$ cat config.mk
export PLATFORM = sky130hd
export DESIGN_NAME = fim_gram_fifo_ctrl
export DESIGN_NICKNAME = d
export VERILOG_FILES = /design/src/rtl/fim_gram_fifo_ctrl.sv
export SDC_FILE = /design/constraint.sdc
export NUM_CORES = 1
export LEC_CHECK = 0
export ABC_CLOCK_PERIOD_IN_PS = 4100
export CAP_MARGIN = 20
export CORE_ASPECT_RATIO = 1.25
export CORE_MARGIN = 10
export CORE_UTILIZATION = 35
export CTS_BUF_LIST = sky130_fd_sc_hd__clkbuf_16
export CTS_CLUSTER_DIAMETER = 50
export CTS_CLUSTER_SIZE = 10
export DETAILED_ROUTE_END_ITERATION = 16
export PLACE_DENSITY = 0.67
export REMOVE_ABC_BUFFERS = 1
export SLEW_MARGIN = 25
export SYNTH_ARGS = -nofsm -noshare
export SYNTH_HDL_FRONTEND = slang
export SYNTH_SLANG_ARGS = --single-unit
export TNS_END_PERCENT = 10
$ cat constraint.sdc
create_clock -name clk -period 4.1 [get_ports clk]
set_clock_uncertainty 0.15 [all_clocks]
set_input_delay 0.82 -clock clk [delete_from_list [all_inputs] [get_ports clk]]
set_output_delay 0.82 -clock clk [all_outputs]
set_load 0.005 [all_outputs]
$ cat src/rtl/fim_gram_fifo_ctrl.sv
// rtl/fim_gram_fifo_ctrl.sv - FIFO controller sequencing an external fim_gram_sdp as storage
//
// Purpose: valid/ready push and pop interfaces over a simple dual-port RAM
// with RD_LAT read latency. A small flop prefetch buffer hides that latency
// so that one push and one pop per cycle are sustained.
//
// Ports:
//   clk, rst                      clock, synchronous active-high reset
//   in_valid/in_ready/in_data     push interface
//   out_valid/out_ready/out_data  pop interface (out_data is the head word)
//   ram_we/ram_waddr/ram_din      RAM write port
//   ram_raddr/ram_dout            RAM read port (dout valid RD_LAT cycles after raddr)
//   count                         words held in RAM + in flight + prefetch buffer
module fim_gram_fifo_ctrl #(
  parameter int ADDR_W = 4,
  parameter int DATA_W = 32,
  parameter int RD_LAT = 2
) (
  input  logic              clk,
  input  logic              rst,
  input  logic              in_valid,
  output logic              in_ready,
  input  logic [DATA_W-1:0] in_data,
  output logic              out_valid,
  input  logic              out_ready,
  output logic [DATA_W-1:0] out_data,
  output logic              ram_we,
  output logic [ADDR_W-1:0] ram_waddr,
  output logic [DATA_W-1:0] ram_din,
  output logic [ADDR_W-1:0] ram_raddr,
  input  logic [DATA_W-1:0] ram_dout,
  output logic [ADDR_W+1:0] count
);

  localparam int NB = RD_LAT + 1;
  localparam int BW = $clog2(NB + 1);

  generate
    if (RD_LAT != 1 && RD_LAT != 2) begin : g_bad_rd_lat
      $error("fim_gram_fifo_ctrl: RD_LAT must be 1 or 2");
    end
  endgenerate

  logic [ADDR_W:0]   wptr_q, wptr_d, rptr_q, rptr_d, wptr_vis_q, wptr_vis_d;
  logic [RD_LAT-1:0] pipe_q, pipe_d;
  logic [DATA_W-1:0] buf_q [NB];
  logic [DATA_W-1:0] buf_d [NB];
  logic [BW-1:0]     buf_cnt_q, buf_cnt_d;
  logic [ADDR_W+1:0] count_q, count_d;
  logic              push, pop, issue, cap;
  logic [3:0]        inflight, credit;
  logic [BW-1:0]     cap_idx;

  always_comb begin
    // RAM full when pointers differ only in the wrap bit.
    in_ready  = ~rst & ((wptr_q[ADDR_W] == rptr_q[ADDR_W]) |
                        (wptr_q[ADDR_W-1:0] != rptr_q[ADDR_W-1:0]));
    out_valid = ~rst & (buf_cnt_q != '0);
    out_data  = buf_q[0];
    push      = in_valid & in_ready;
    pop       = out_valid & out_ready;

    ram_we    = push;
    ram_waddr = wptr_q[ADDR_W-1:0];
    ram_din   = in_data;
    ram_raddr = rptr_q[ADDR_W-1:0];
    count     = count_q;

    inflight = '0;
    for (int i = 0; i < RD_LAT; i++) inflight = inflight + {3'b0, pipe_q[i]};

    // Credit: every issued read must have a buffer slot once it lands,
    // counting the slot freed by a pop in this same cycle.
    credit = inflight + 4'(buf_cnt_q) - {3'b0, pop};
    issue  = (wptr_vis_q != rptr_q) & (credit < 4'(NB));
    cap    = pipe_q[RD_LAT-1];

    wptr_d     = wptr_q + {{ADDR_W{1'b0}}, push};
    rptr_d     = rptr_q + {{ADDR_W{1'b0}}, issue};
    // Reads only target entries written at least two cycles ago.
    wptr_vis_d = wptr_q;

    pipe_d    = pipe_q;
    pipe_d[0] = issue;
    for (int i = 1; i < RD_LAT; i++) pipe_d[i] = pipe_q[i-1];

    for (int i = 0; i < NB; i++) buf_d[i] = buf_q[i];
    if (pop) begin
      for (int i = 0; i < NB - 1; i++) buf_d[i] = buf_q[i+1];
    end
    // Capture lands behind the remaining entries, after any pop shift.
    cap_idx = buf_cnt_q - {{(BW-1){1'b0}}, pop};
    if (cap) buf_d[cap_idx] = ram_dout;
    buf_cnt_d = buf_cnt_q + {{(BW-1){1'b0}}, cap} - {{(BW-1){1'b0}}, pop};

    count_d = count_q;
    if (push && !pop)      count_d = count_q + 1'b1;
    else if (pop && !push) count_d = count_q - 1'b1;
  end

  always_ff @(posedge clk) begin
    if (rst) begin
      wptr_q     <= '0;
      rptr_q     <= '0;
      wptr_vis_q <= '0;
      pipe_q     <= '0;
      buf_cnt_q  <= '0;
      count_q    <= '0;
      for (int i = 0; i < NB; i++) buf_q[i] <= '0;
    end else begin
      wptr_q     <= wptr_d;
      rptr_q     <= rptr_d;
      wptr_vis_q <= wptr_vis_d;
      pipe_q     <= pipe_d;
      buf_cnt_q  <= buf_cnt_d;
      count_q    <= count_d;
      for (int i = 0; i < NB; i++) buf_q[i] <= buf_d[i];
    end
  end

endmodule
==> results.json <==
{
  "ys_warn_count": 0,
  "cts_hold_buffers": 0,
  "drive_gt1_share_pct": 11.7,
  "power.total_mw": 3.81,
  "netlist_area_sq_um": 6110,
  "path_clk_slew_ps": 60,
  "power_density_nw_per_um2": 537,
  "rsz0062_at_grt": "no",
  "met1_length_um": 6860,
  "timing.final.crit_share_pct": 85.7,
  "synthTopCellsByArea": "dfxtp_1 40%, buf_4 9.1%, a311oi_2 8.8%, nand2_1 7.9%, nand3_1 5.8%",
  "synthAdderAreaFrac_pct": 4.05,
  "clk_root_buffer_cell": "clkbuf_16",
  "grt_max_degree": 66,
  "finalSetupViolCount": 0,
  "syn_avg_cell_area_sq_um": 8.55,
  "post_cts_resized": 0,
  "synth_area_leader_cell": "dfxtp_1",
  "seq_area_frac_synth_pct": 39.6,
  "fillers": 1765,
  "most-common-layout-cells": "128 x nand2_1, 121 x dfxtp_1, 82 x clkdlybuf4s50_1, 78 x nor2_1, 70 x nand3_1",
  "grt_pass1_wl_um": 24800,
  "drv_slew": 0,
  "die_h_um": 168,
  "grt_overflow": 0,
  "synth_cells": 715,
  "ys.flop_type": "dfxtp_1",
  "antennaDiodeCount": 0,
  "dr.pass1.iters": 4,
  "synth_top_area_share_pct": 39.6,
  "clk_latency_ps": 410,
  "synth_simple_gate_area_share_pct": 20.8,
  "worst_slew_pin_slew_ps": 887,
  "r2r_slack_ps": 590,
  "status": "finished, final reports clean",
  "maxUsedRoutingLayer": "met4",
  "grt_usage_pct": 12.9,
  "area_growth_pct": 16.2,
  "cp.arrival_ps": 3630,
  "met3_wirelength_um": 1200,
  "io_pins": 149,
  "clock_path_buffers": 2,
  "cts_made_buffers": 17,
  "htreeDepth": 4,
  "cts_tree": "done",
  "cp_max_fo": 6,
  "drc": 0,
  "final.min_clock_period_ps": 3510,
  "final_nets": 783,
  "dieArea_sq_um": 23200,
  "synth_xor_area_share_pct": 3.15,
  "ys_seq_elements": 121,
  "synth_top_family_by_area": "simple AND/OR/NAND/NOR gates",
  "synth_cell_type_count": 37,
  "post_cts_buffers": 0,
  "worstSetupStartpointType": "flop",
  "start_util_pct": 35.3,
  "synth_compound_gate_area_share_pct": 17.3,
  "leakage_nw": 2.44,
  "synth_edf_count": 0,
  "maxCapViolations": 0,
  "cp.required_ps": 4220,
  "fmax_mhz": 285,
  "via_per_inst": 5.07,
  "wl_per_cell_um": 16.3,
  "rows": 54,
  "wl_met2_um": 7020,
  "r2r-start": "buf_cnt_q[1]",
  "drtIter0Drc": 324,
  "holdWs_ps": 304,
  "dpl.hpwl_um": 9760,
  "peakVddDrop_uv": 271,
  "relSlewSlack_pct": 40.9,
  "layout_commonest_cell": "nand2_1",
  "coreArea_sq_um": 17300,
  "hold_viol_final": 0,
  "r2r_end": "rptr_q[4]",
  "vias": 4733,
  "cts.sinks": 121,
  "synthArstFlopShare_pct": 0,
  "routed_wl_um": 15200,
  "die_x_um": 138,
  "gp_congestion": 0.715,
  "endpoint_kind": "flop",
  "antenna_found_initial": 0,
  "rr_worst_depth": 16,
  "worstSetupPathType": "flop to flop",
  "hold_class": "flop to flop",
  "ant_nets": 0,
  "first_global_vias": 4549,
  "min_path_cells": 2,
  "synthMuxAreaShare_pct": 0.491,
  "port_buffers": 84
}
critical path: stages, from the launching register on:
cell       delay (ps)
dfxtp_1           490
inv_2             150
a21oi_4           170
nand2_2            70
inv_1             100
ha_1              250
fa_1              360
inv_1              90
fa_1              410
inv_1              70
o22ai_1            90
a2111oi_2         260
ha_1              240
ha_1              180
nand3_1           100
xor2_1            140
nor2_1             50
report_power, final:
part           switching, mW  total, mW  internal (mW)  leakage (nW)
Combinational          0.409      0.793          0.384          1.14
Clock                  0.570       1.65           1.08         0.315
Sequential            0.0775       1.37           1.29         0.978
cells in the mapped netlist (all sizes together) (10+ instances only):
cell and instances:
dfxtp 121, nand2 129, clkbuf 30, xor2 12, a21oi 38, xnor2 10
ha 15, a311oi 64, nand3 72, inv 12, nor2b 11, buf 99
nor2 78
metal layers:
layer | vias up | GRT usage, %
met5 | - | 0.873
met4 | 0 | 4.27
met3 | 11 | 5.55
met2 | 121 | 18.9
met1 | 2267 | 16.6
li1 | 2334 | -
cell type report:
type / instances / area [sq um] / area share, %
Timing Repair Buffer: 92 / 893 / 12.6
Clock buffer: 17 / 425 / 5.99
Tap cell: 224 / 280 / 3.95
Inverter: 12 / 45.0 / 0.634
Multi-Input combinational cell: 453 / 2810 / 39.6
Clock inverter: 15 / 224 / 3.15
Sequential cell: 121 / 2420 / 34.1
how the worst max path moves through the flow:
| stage | slack [ps] | start | cells past startpoint | endpoint |
|---|---|---|---|---|
| 2_1_floorplan | -1550 | rst | 7 | buf_q[0][32] |
| 3_3_place_gp | 390 | rst | 16 | rptr_q[4] |
| 3_5_place_dp | 300 | rst | 16 | rptr_q[4] |
| 4_1_cts | 580 | buf_cnt_q[1] | 16 | rptr_q[4] |
| 5_1_grt | 280 | buf_cnt_q[1] | 16 | rptr_q[4] |
| 6_report | 590 | buf_cnt_q[1] | 16 | rptr_q[4] |
kinds of logic after synthesis:
logic type,Yosys count
mux,3
fa+ha+maj,18
compound gates,111
buf+inv,141
simple gates,299
flops,121
xor+xnor,22
stage by stage:
stage               setup TNS, ps  instance area (sq um)  instances  worst slack, ps  util, %
floorplan                  -94770                   5270        586            -1550        -
global placement                0                   6450        902              391     37.3
detailed placement              0                   6450        902              301     37.3
CTS                             0                   7100        934              583     41.1
global route                    0                   7100        934              285     41.1
finish                          0                   7100        934              588     41.1
Note: power is estimated with default switching activity, not from simulation.
